==> src/rtl/bcd_stopwatch_core.sv <==
// Packed-BCD stopwatch/timer core: up/down counting, pause/resume, lap capture,
// terminal-count done flag with optional wrap to the start value.
module bcd_stopwatch_core #(
  parameter int NUM_DIGITS  = 4,
  parameter int WRAP_AT_END = 0
) (
  input  logic                    clk,
  input  logic                    reset_n,
  input  logic                    tick,
  input  logic                    startstop,
  input  logic                    clear,
  input  logic                    lap,
  input  logic [1:0]              mode,
  input  logic [4*NUM_DIGITS-1:0] preload,
  output logic [4*NUM_DIGITS-1:0] digits,
  output logic [4*NUM_DIGITS-1:0] lap_digits,
  output logic                    lap_valid,
  output logic                    running,
  output logic                    done,
  output logic                    done_pulse
);
  localparam int W = 4 * NUM_DIGITS;

  // IDLE: track start value | RUN: count on tick | PAUSE: hold | DONE: hold at terminal
  typedef enum logic [1:0] {S_IDLE, S_RUN, S_PAUSE, S_DONE} state_t;

  state_t         state_q, state_d;
  logic [W-1:0]   digits_q, digits_d;
  logic [W-1:0]   lap_q, lap_d;
  logic [W-1:0]   pre_q, pre_d;
  logic [1:0]     mode_q, mode_d;
  logic           lap_valid_q, lap_valid_d;
  logic           done_pulse_q, done_pulse_d;
  logic           ss_ff_q;
  logic           ss_edge;
  logic [W-1:0]   pre_clamped, start_now, start_frozen, term_now, term_q, stepped;

  function automatic logic [W-1:0] all_nines();
    logic [W-1:0] r;
    for (int i = 0; i < NUM_DIGITS; i++) r[4*i +: 4] = 4'd9;
    return r;
  endfunction

  function automatic logic [W-1:0] clamp_bcd(input logic [W-1:0] p);
    logic [W-1:0] r;
    for (int i = 0; i < NUM_DIGITS; i++)
      r[4*i +: 4] = (p[4*i +: 4] > 4'd9) ? 4'd9 : p[4*i +: 4];
    return r;
  endfunction

  function automatic logic [W-1:0] start_val(input logic [1:0] m, input logic [W-1:0] pc);
    case (m)
      2'b00:   return '0;
      2'b10:   return all_nines();
      default: return pc;
    endcase
  endfunction

  function automatic logic [W-1:0] terminal(input logic down);
    return down ? '0 : all_nines();
  endfunction

  // Ripple carry/borrow starting at digit 0; each digit stays within 0..9.
  function automatic logic [W-1:0] bcd_step(input logic [W-1:0] v, input logic down);
    logic [W-1:0] r;
    logic         c;
    logic [3:0]   d;
    r = v;
    c = 1'b1;
    for (int i = 0; i < NUM_DIGITS; i++) begin
      d = v[4*i +: 4];
      if (c) begin
        if (down) begin
          if (d == 4'd0) d = 4'd9;
          else begin d = d - 4'd1; c = 1'b0; end
        end else begin
          if (d == 4'd9) d = 4'd0;
          else begin d = d + 4'd1; c = 1'b0; end
        end
      end
      r[4*i +: 4] = d;
    end
    return r;
  endfunction

  assign ss_edge      = ss_ff_q & ~startstop;
  assign pre_clamped  = clamp_bcd(preload);
  assign start_now    = start_val(mode, pre_clamped);
  assign start_frozen = start_val(mode_q, pre_q);
  assign term_now     = terminal(mode[1]);
  assign term_q       = terminal(mode_q[1]);
  assign stepped      = bcd_step(digits_q, mode_q[1]);

  always_comb begin
    state_d      = state_q;
    digits_d     = digits_q;
    lap_d        = lap_q;
    lap_valid_d  = lap_valid_q;
    mode_d       = mode_q;
    pre_d        = pre_q;
    done_pulse_d = 1'b0;
    if (clear) begin
      state_d     = S_IDLE;
      digits_d    = start_now;
      mode_d      = mode;
      pre_d       = pre_clamped;
      lap_valid_d = 1'b0;
    end else begin
      if (lap && state_q != S_IDLE) begin
        lap_d       = digits_q;
        lap_valid_d = 1'b1;
      end
      case (state_q)
        S_IDLE: begin
          digits_d = start_now;
          mode_d   = mode;
          pre_d    = pre_clamped;
          if (ss_edge) begin
            if (start_now == term_now) begin
              state_d      = S_DONE;
              done_pulse_d = 1'b1;
            end else begin
              state_d = S_RUN;
            end
          end
        end
        S_RUN: begin
          if (tick) begin
            if (WRAP_AT_END != 0 && digits_q == term_q) begin
              digits_d     = start_frozen;
              done_pulse_d = 1'b1;
            end else begin
              digits_d = stepped;
              if (WRAP_AT_END == 0 && stepped == term_q) begin
                state_d      = S_DONE;
                done_pulse_d = 1'b1;
              end
            end
          end
          if (ss_edge && state_d == S_RUN) state_d = S_PAUSE;
        end
        S_PAUSE: if (ss_edge) state_d = S_RUN;
        S_DONE:  ;
        default: state_d = S_IDLE;
      endcase
    end
  end

  always_ff @(posedge clk or negedge reset_n) begin
    if (!reset_n) begin
      state_q      <= S_IDLE;
      digits_q     <= '0;
      lap_q        <= '0;
      pre_q        <= '0;
      mode_q       <= 2'b00;
      lap_valid_q  <= 1'b0;
      done_pulse_q <= 1'b0;
      ss_ff_q      <= 1'b0;
    end else begin
      state_q      <= state_d;
      digits_q     <= digits_d;
      lap_q        <= lap_d;
      pre_q        <= pre_d;
      mode_q       <= mode_d;
      lap_valid_q  <= lap_valid_d;
      done_pulse_q <= done_pulse_d;
      ss_ff_q      <= startstop;
    end
  end

  assign digits     = digits_q;
  assign lap_digits = lap_q;
  assign lap_valid  = lap_valid_q;
  assign done_pulse = done_pulse_q;
  assign running    = (state_q == S_RUN);
  assign done       = (state_q == S_DONE);
endmodule

==> config.mk <==
export PLATFORM = sky130hd
export DESIGN_NAME = bcd_stopwatch_core
export DESIGN_NICKNAME = d
export VERILOG_FILES = /design/src/rtl/bcd_stopwatch_core.sv
export SDC_FILE = /design/constraint.sdc
export NUM_CORES = 1
export LEC_CHECK = 0
export CAP_MARGIN = 10
export CORE_ASPECT_RATIO = 0.8
export CORE_MARGIN = 10
export CORE_UTILIZATION = 25
export CTS_CLUSTER_SIZE = 28
export DETAILED_ROUTE_END_ITERATION = 10
export PLACE_DENSITY_LB_ADDON = 0.2
export SLEW_MARGIN = 0
export SYNTH_ARGS = -nofsm -noshare
export SYNTH_HDL_FRONTEND = slang
export SYNTH_SLANG_ARGS = --single-unit
export TNS_END_PERCENT = 10
==> constraint.sdc <==
create_clock -name clk -period 2.54 [get_ports clk]
set_input_delay 0.381 -clock clk [delete_from_list [all_inputs] [get_ports clk]]
set_output_delay 0.381 -clock clk [all_outputs]
set_load 0.01 [all_outputs]
== Yosys cells after proc, flatten, opt, wreduce, memory -nomap -nowiden ==
Index checks and enable logic that the tools add are counted.

* Flip-flop bits (word level): 39
* Input port bits: 24
* Output and inout port bits: 36
* Logic and storage cells: 108

* $add $sub $neg: 8
* $lt $le $gt $ge: 4
* Equal/unequal tests: 14
* Mux-type cells: 56
* Bitwise operators: 3
* Reductions and logical operators: 16

{| class="wikitable"
|+ Operators by type and width
! kind !! count
|-
| two-way mux 4 bit || 19
|-
| two-way mux 16 bit || 4
|-
| one-hot mux 16 bit (2 select lines) || 2
|-
| equality test 16 bit || 2
|-
| two-way mux 2 bit || 11
|-
| two-way mux 1 bit || 18
|-
| adder 4 x 1 -> 4 bit, second input constant || 4
|-
| equality test 4 bit, second input constant || 4
|-
| > comparator 4 bit, second input constant || 4
|-
| zero test 4 bit || 4
|-
| subtractor 4 x 1 -> 4 bit, second input constant || 4
|-
| inequality test 3 bit, second input constant || 3
|-
| equality test 2 bit, second input constant || 3
|-
| one-hot mux 2 bit (3 select lines) || 1
|-
| nonzero test 2 bit || 3
|-
| equality test 2 x 1 -> 1 bit, second input constant || 2
|-
| zero test 2 bit || 2
|-
| AND reduction 2 bit || 2
|-
| nonzero test 4 bit || 1
|-
| AND reduction 3 bit || 1
|-
| nonzero test 3 bit || 1
|-
| logical AND 1 bit || 2
|-
| inverter 1 bit || 2
|-
| one-hot mux 1 bit (2 select lines) || 1
|-
| bitwise AND 1 bit || 1
|}

== Depth between registers and ports, before layout ==
Gate-level depths: netlist (run 1).

* Word-level depth: 16
* Depth in mapped cells: 9
* Mapped depth without buffers: 8

== Worst setup path after synthesis (run 1) ==
OpenSTA, ideal clock, no wires.

* Path type: register -> register
* Start point: reg digits_q[9], in the netlist digits[9]
* End point: reg state_q[0]
* Setup time: 87 ps
* Arrival: 2259 ps
* Data required time: 2453 ps
* Path slack: 194 ps
* Stages on the path, launching flop included: 9
* Path buffers: 1
* Period minus slack after synthesis: 2346 ps
* Path through: dfrtp_1 > buf_6 > or2_2 > a21o_1 > nor3_4 > mux2_2 > nor4b_2 > o2111ai_1 > a22oi_1

* Word-level cells in the longest chain between the ends: 15
* Elaborated cells on any way between the ends: 23
* Classes of those cells: 2 x add/sub; 3 x eq/ne; 16 x mux; 2 x reduce/logical

{| class="wikitable"
|+ RTL lines
! item !! RTL line !! text
|-
| start: declaration || 28 || <nowiki>logic [W-1:0] digits_q, digits_d;</nowiki>
|-
| start signal: assignment || 161 || <nowiki>digits_q <= digits_d;</nowiki>
|-
| parallel branches: the longest is 5 deep, another holds adder 4 x 1 -> 4 bit || n/a ||
|-
| equality test 16 bit * || 134 || <nowiki>if (WRAP_AT_END == 0 && stepped == term_q) begin</nowiki>
|-
| two-way mux 2 bit * || 134 ||
|-
| two-way mux 2 bit * || 128 || <nowiki>if (tick) begin</nowiki>
|-
| two-way mux 2 bit * || 113 || <nowiki>case (state_q)</nowiki>
|-
| two-way mux 2 bit * || 102 || <nowiki>if (clear) begin</nowiki>
|-
| equality test 2 x 1 -> 1 bit || 140 || <nowiki>if (ss_edge && state_d == S_RUN) state_d = S_PAUSE;</nowiki>
|-
| logical AND 1 bit || 140 ||
|-
| two-way mux 2 bit * || 140 ||
|-
| one-hot mux 2 bit (3 select lines) * || 113 ||
|-
| two-way mux 2 bit * || 102 ||
|-
| end signal: assignment || 160 || <nowiki>state_q <= state_d;</nowiki>
|-
| end: declaration || 27 || <nowiki>state_t state_q, state_d;</nowiki>
|}

Every way passes the cells marked *. The select of a mux whose other input is x is not followed.
A chain may end at the register's enable or synchronous reset.

== Final worst setup path (run 1) ==
* Start point: reg mode_q[1]
* End point: reg state_q[0]

* Word-level cells in the longest chain between the ends: 14
* Elaborated cells on any way between the ends: 23
* Classes of those cells: 2 x eq/ne; 20 x mux; 1 x reduce/logical

{| class="wikitable"
|+ RTL lines
! item !! RTL line !! text
|-
| start: declaration || 31 || <nowiki>logic [1:0] mode_q, mode_d;</nowiki>
|-
| start signal: assignment || 164 || <nowiki>mode_q <= mode_d;</nowiki>
|-
| two-way mux 1 bit || 73 || <nowiki>if (down) begin</nowiki>
|-
| two-way mux 1 bit (2 in a row) || 72 || <nowiki>if (c) begin</nowiki>
|-
| two-way mux 4 bit || 72 ||
|-
| equality test 16 bit * || 134 ||
|-
| two-way mux 2 bit * || 134 ||
|-
| two-way mux 2 bit * || 128 ||
|-
| two-way mux 2 bit * || 113 ||
|-
| two-way mux 2 bit * || 102 ||
|-
| equality test 2 x 1 -> 1 bit || 140 ||
|-
| logical AND 1 bit || 140 ||
|-
| two-way mux 2 bit * || 140 ||
|-
| one-hot mux 2 bit (3 select lines) * || 113 ||
|-
| two-way mux 2 bit * || 102 ||
|}

Every way passes the cells marked *; elsewhere a longest branch is shown, timed or not. The select of a mux whose other input is x is not followed.

==> metrics.md, run 1 <==
| Metric | Value |
|---|---|
| Mapped Avg Cell Area | `8.44 um^2` |
| Worst-path cell chain | `and3b_1 -> o21ai_4 -> nor3_4 -> buf_4 -> or2_2 -> a311oi_4 -> o2111ai_2 -> a22oi_1` |
| Unrepaired setup endpoints after global routing | `yes` |
| Die Width | `144 um` |
| Grt ovf | `0` |
| Worst-case register-to-register setup slack | `0.11 ns` |
| Number of design-rule violations left by the first detailed-router iteration | `274` |
| Cell area after layout | `0.00440 mm^2` |
| Net count of the mapped netlist | `395` |
| Antenna Violating Nets Remaining | `0` |
| Ports placed on the boundary | `60` |
| Power density cells | `660 mW/mm^2` |
| Period Utilization, post-route | `95.9%` |
| Vias after detailed routing | `3218` |
| Final period demand of the worst path | `2.43 ns` |
| Port buffer count | `59` |
| Biggest cell delay along the critical path | `0.44 ns` |
| Leading cell type by number of instances after synthesis | `dfrtp_1` |
| CTS H-Tree Depth | `2` |
| Number of antenna violations at the first check in global routing | `0` |
| First-pass detailed-route iteration total | `5` |
| Die area | `0.0172 mm^2` |
| Pre-CTS setup slack | `-0.199 ns` |
| Critical-path top delay cell | `dfrtp_2` |
| Clock root buffer | `clkbuf_16` |
| Setup crit end kind | `register` |
| Top Family by Delay on Critical Path | `compound AO/OA/AOI/OAI gates` |
| Worst-path clk slew | `0.06 ns` |
| Grt met1 use | `18.8%` |
| Relative slew slack | `58.3%` |
| Maximum number of pins on one net before global-route repair | `22` |
| Endpoint arrival time on the critical path | `2.64 ns` |
| Max rail drop VDD | `0.240 mV` |
| Maximum Capacitance Violations | `0` |
| Worst hold path class | `in2async` |
| Fraction of met3 tracks used by global routing | `3.34%` |
| Wirelength per Cell | `18.0 um` |
| Count of flip-flops with a built-in enable after synthesis | `0` |
| Ratio of cells with drive above 1 in the final layout | `24.5%` |
| CP Launch Type | `register` |
| Buffer and inverter count on the worst path | `1` |
| Number of remaining DRC errors | `0` |
| First-pass GRT wire length | `17900 um` |
| Slew Limit Fails | `0` |
| Proportion of netlist area held by the largest area contributor | `30.9%` |
| Die height | `119 um` |
| Number of rows created at floorplan | `36` |
| Area added between synthesis and finish | `42.9%` |
| Top Usage Layer GRT | `met1` |
| Post-layout net count | `494` |
| Cell area after technology mapping | `0.00308 mm^2` |
| Antenna fix cells | `0` |
| Total number of clock tree sinks | `38` |
| Number of endpoints with negative hold slack in the final report | `0` |
| Leading register cell type out of synthesis | `dfrtp_1` |
| Post-Route Setup TNS | `0 ns` |
| Share of the core filled with cells | `36.3%` |
| CTS tree | `built` |
| Effective utilization at floorplan | `25.4%` |
| Area of the core | `0.0121 mm^2` |
| Number of vias per cell | `5.22` |
| Number of distinct library cells after synthesis | `70` |
| Skew final | `0.00642 ns` |
| Share of synthesized registers carrying an async set or reset | `100%` |
| Sequential share of the synthesized area | `30.9%` |
| Slew @ Worst Pin | `0.626 ns` |
| Instance area after placement | `0.00418 mm^2` |
| Top cells by area in the synthesized netlist | `dfrtp_1 (31%), mux2_2 (6.6%), o21ai_0 (4.5%)` |
| Required time worst endpoint | `2.75 ns` |
| Insertion delay to the later sink of the worst-skew pair | `0.29 ns` |
| Number of global-route vias before repair | `3185` |
| Max Fclk | `0.411 GHz` |
| Routed Wire Length | `11100 um` |
| Number of standard cells after synthesis | `365` |
| Run status | `completed` |
| Flop and latch count out of synthesis | `38` |
| Crit-path max FO | `9` |
| Overall global routing resource usage | `13.0%` |
| YS warnings | `0` |
| Leading cell types by count after synthesis | `dfrtp_1 (38), nor2_1 (31), o21ai_0 (28)` |
| Final RePlAce weighted congestion | `0.875` |
| Leakage Power | `1.81 nW` |
| Buffer levels on the longest clock path | `2` |
| Inserted Clock Buffers | `5` |
| Biggest area consumer among synthesized cells | `dfrtp_1` |
| Worst setup slack after layout | `0.105 ns` |
| Global-route track usage on met2 | `18.7%` |
| Setup Crit Path Kind | `reg2reg` |
| Placed wire-length estimate | `8660 um` |
| Setup violation total in the final timing report | `0` |
-- layout make-up --
cell class,count,area [um^2]
inverters,15,60.1
clock inverters,1,5.00
repair buffers,121,1050
clock buffers,7,143
well taps,152,190
fillers,1261,7720
multi-input cells,283,2000
flip-flops and latches,38,952
-- sequential cells by signal (all words and copies together) (netlist names) --
| register | flops |
|---|---|
| lap_digits | 16 |
| state_q | 2 |
| done_pulse | 1 |
| ss_ff_q | 1 |
| mode_q | 1 |
| lap_valid | 1 |
| digits | 16 |
-- power by group --
group	switching [mW]	internal [mW]	leakage (nW)
Combinational	0.672	0.721	1.26
Sequential	0.106	0.758	0.475
Clock	0.260	0.390	0.0739
-- timing repair --
item                                    CTS  global route
hold endpoints to repair                  0             0
hold buffers                              0             0
pin swaps                                 0             1
setup buffers                             0             1
resized for setup                         1            13
endpoints found under the setup margin    1             3
-- stage by stage --
step	instances	hold WS (ns)	power, mW
floorplan	365	0.0854	1.57
global placement	608	0.387	2.23
detailed placement	608	0.388	2.24
CTS	616	0.0793	2.91
global route	617	0.103	3.11
finish	617	0.0538	2.91
-- layer usage --
layer  share of wire [%]  up-vias
met2                  44      102
met5                   0        -
met1                  49     1546
met3                 6.2       10
met4                 1.1        0
li1                    -     1560
-- kinds of logic after synthesis --
family	share of synthesized area, %
XOR/XNOR	1.42
flip-flops	30.9
adder cells (fa/ha/maj)	2.44
multiplexers	8.20
AO/OA/AOI/OAI	25.9
AND/OR/NAND/NOR	24.7
buffers and inverters	6.50
-- final timing paths --
check | startpoint | depth (start not counted) | endpoint
min in group clk | lap_digits[11] | 1 | lap_digits[11]
max | mode_q[1] | 8 | state_q[0]
max in group asynchronous | reset_n | 2 | mode_q[1]
min reg2reg | lap_digits[11] | 1 | lap_digits[11]
min | reset_n | 1 | digits[4]
max reg2reg | mode_q[1] | 8 | state_q[0]
-- cells in the final DEF, fill, tap and decap left out, types with 5 or more instances in the layout --
cell type        instances
mux2_2                  18
buf_4                   62
clkdlybuf4s50_1         57
nor2b_1                 16
nor3_1                   5
nand2_1                 23
a21oi_1                 25
nor2_1                  30
clkbuf_16                5
o21a_1                   7
inv_1                   14
mux2i_1                  5
nand3_1                  6
o21ai_0                 27
o22ai_1                  5
dfrtp_1                 37
nand4_1                  9
ha_1                     6
Note: power is estimated with default switching activity, not from simulation.
==> run 2: changes to the inputs <==
SETUP_SLACK_MARGIN = 0.4   (was not set)
clock period = 3 ns   (was 2.54 ns; I/O delays follow)
==> run 2 against run 1 <==
Sequential power fell by 14%. Clock power fell by 16%. Largest power group unchanged. Sequential share of layout area rose by 1.3 points. Sequential cell count did not move. Register-to-register slack improved by 0.45 ns. Power fell by 18%. Critical endpoint is now state_q[1]. Setup slack improved by 0.39 ns. Wire length fell by 3.8%. Critical path depth did not move.
==> metrics.md, run 2 (synthesis results as in run 1) <==
| Metric | Value |
|---|---|
| Placed wire-length estimate | `8080 um (was 8660 um)` |
| Setup Crit Path Kind | `in2reg (was reg2reg)` |
| Skew final | `0.00320 ns (was 0.00642 ns)` |
| Grt met1 use | `17.5% (was 18.8%)` |
| Clock share of power | `22.9% (was 22.4%)` |
| Total number of clock tree sinks | `38 (unchanged)` |
| Die area | `0.0172 mm^2 (unchanged)` |
| Period Utilization, post-route | `83.5%` |
| Inserted Clock Buffers | `5 (unchanged)` |
| Most frequent standard cell in the layout excluding fill and tap cells | `clkdlybuf4s50_1 (was buf_4)` |
| Max Fclk | `0.399 GHz` |
| Cell Int Power | `1.53 mW (was 1.87 mW)` |
| Length in cells of the worst reg-to-reg path | `9 (was 8)` |
| Buffer levels on the longest clock path | `2 (unchanged)` |
| Final period demand of the worst path | `2.51 ns` |
| Unrepaired setup endpoints after global routing | `no (was yes)` |
| Cell area after layout | `0.00415 mm^2 (was 0.00440 mm^2)` |
| Run status | `completed (unchanged)` |
| CP Launch Type | `primary input (was register)` |
| Antenna fix cells | `0 (unchanged)` |
| Number of global-route vias before repair | `3024 (was 3185)` |
| Effective utilization at floorplan | `25.4% (unchanged)` |
| First-pass GRT wire length | `16800 um (was 17900 um)` |
| Number of antenna violations at the first check in global routing | `0 (unchanged)` |
| Antenna Violating Nets Remaining | `0 (unchanged)` |
| Setup crit end kind | `register (unchanged)` |
| Number of rows created at floorplan | `36 (unchanged)` |
| Clock root buffer | `clkbuf_16 (unchanged)` |
| Share of total power consumed by net switching | `35.6% (was 35.7%)` |
| Vias after detailed routing | `3127 (was 3218)` |
| Number of endpoints with negative hold slack in the final report | `0 (unchanged)` |
| Worst-path clk slew | `0.06 ns (about the same)` |
| Combinational group share of total power | `46.1% (was 47.9%)` |
| Port buffer count | `59 (unchanged)` |
| Die height | `119 um (unchanged)` |
| Endpoint arrival time on the critical path | `2.72 ns (was 2.64 ns)` |
| Worst hold path class | `in2async (unchanged)` |
| Crit-path max FO | `5 (was 9)` |
| CTS hold repair buffers | `0 (unchanged)` |
| Maximum number of pins on one net before global-route repair | `39 (was 22)` |
| First-pass detailed-route iteration total | `4 (was 5)` |
| Top library cells by usage in the layout, fill and taps aside | `clkdlybuf4s50_1 (58), dfrtp_1 (37), buf_4 (36) (was buf_4 (62), clkdlybuf4s50_1 (57), dfrtp_1 (37))` |
| Slew Limit Fails | `0 (unchanged)` |
| Wirelength per Cell | `18.1 um (was 18.0 um)` |
| Area added between synthesis and finish | `34.8% (was 42.9%)` |
| Proportion of power drawn by flip-flops and latches | `31.0% (was 29.7%)` |
| Number of design-rule violations left by the first detailed-router iteration | `262 (was 274)` |
| Post-Route Setup TNS | `0 ns (unchanged)` |
| WHS | `0.307 ns (was 0.0538 ns)` |
| Ports placed on the boundary | `60 (unchanged)` |
| Net Switching | `0.848 mW (was 1.04 mW)` |
| Ratio of cells with drive above 1 in the final layout | `18.5% (was 24.5%)` |
| Top Usage Layer GRT | `met2 (was met1)` |
| Setup violation total in the final timing report | `0 (unchanged)` |
| Grt ovf | `0 (unchanged)` |
| CTS tree | `built (unchanged)` |
| Share of the core filled with cells | `34.3% (was 36.3%)` |
| Insertion delay to the later sink of the worst-skew pair | `0.29 ns (about the same)` |
| Leakage Power | `1.67 nW (was 1.81 nW)` |
| Area of the core | `0.0121 mm^2 (unchanged)` |
| Power density cells | `574 mW/mm^2 (was 660 mW/mm^2)` |
| Number of vias per cell | `5.29 (was 5.22)` |
| Routed Wire Length | `10700 um (was 11100 um)` |
| Final RePlAce weighted congestion | `0.905 (was 0.875)` |
| Overall global routing resource usage | `12.4% (was 13.0%)` |
| Post-layout net count | `468 (was 494)` |
| Maximum Capacitance Violations | `0 (unchanged)` |
| Global-route track usage on met2 | `17.7% (was 18.7%)` |
| Required time worst endpoint | `3.22 ns (was 2.75 ns)` |
| Instance area after placement | `0.00394 mm^2 (was 0.00418 mm^2)` |
| CTS H-Tree Depth | `2 (unchanged)` |
| Relative slew slack | `38.2% (was 58.3%)` |
| Die Width | `144 um (unchanged)` |
| Slew @ Worst Pin | `0.927 ns (was 0.626 ns)` |
| Number of remaining DRC errors | `0 (unchanged)` |
| Fraction of met3 tracks used by global routing | `4.05% (was 3.34%)` |
| Tot Pwr | `2.38 mW (was 2.91 mW)` |
| Max rail drop VDD | `0.216 mV (was 0.240 mV)` |
## run 2: what timing repair did
action                                  4_1_cts  5_1_grt
buffers inserted                              2        4
gates resized for setup                       1        2
pin swaps                                     0        2
hold endpoints to repair                      0        0
endpoints found under the setup margin        3        3
## run 2: layout make-up
type	instances	area, um^2
Clock buffer	7	143
Clock inverter	1	5.00
Fill cell	1253	7970
Inverter	15	56.3
Multi-Input combinational cell	283	1950
Sequential cell	38	952
Tap cell	152	190
Timing Repair Buffer	95	856
## run 2: metrics by stage
stage,worst slack (ns),cells
final,0.494,591
after global routing,0.394,591
after CTS,0.447,587
after detailed placement,0.225,577
after global placement,0.238,577
after floorplan,0.654,365
## run 2: path summary, 6_finish.rpt
kind	start	to	slack, ns
max	preload[11]	state_q[1]	0.49
min	reset_n	digits[7]	0.31
max reg2reg	mode_q[1]	state_q[0]	0.56
min reg2reg	lap_valid	lap_valid	0.49
max in group asynchronous	reset_n	mode_q[1]	2.06
min in group clk	lap_valid	lap_valid	0.49
## run 2: routing by layer
layer / up-vias / share of wire (%)
li1: 1501 / -
met4: 0 / 0.87
met2: 106 / 44
met5: - / 0
met3: 8 / 8.8
met1: 1512 / 47
## run 2: worst max-delay path, stage by stage
cell,delay (ns)
clkdlybuf4s50_1,0.61
nand4_1,0.10
or3_1,0.35
or4_1,0.42
a211oi_2,0.28
mux2i_1,0.10
a211o_1,0.30
a21oi_1,0.10
## run 2: power by group through the flow
stage | sequential, mW | clock [mW] | combinational [mW]
final | 0.739 | 0.545 | 1.10
after global routing | 0.761 | 0.588 | 1.20
after CTS | 0.742 | 0.569 | 1.10
after detailed placement | 0.753 | 0 | 1.08
after global placement | 0.748 | 0 | 1.09
after floorplan | 0.784 | 0 | 0.544
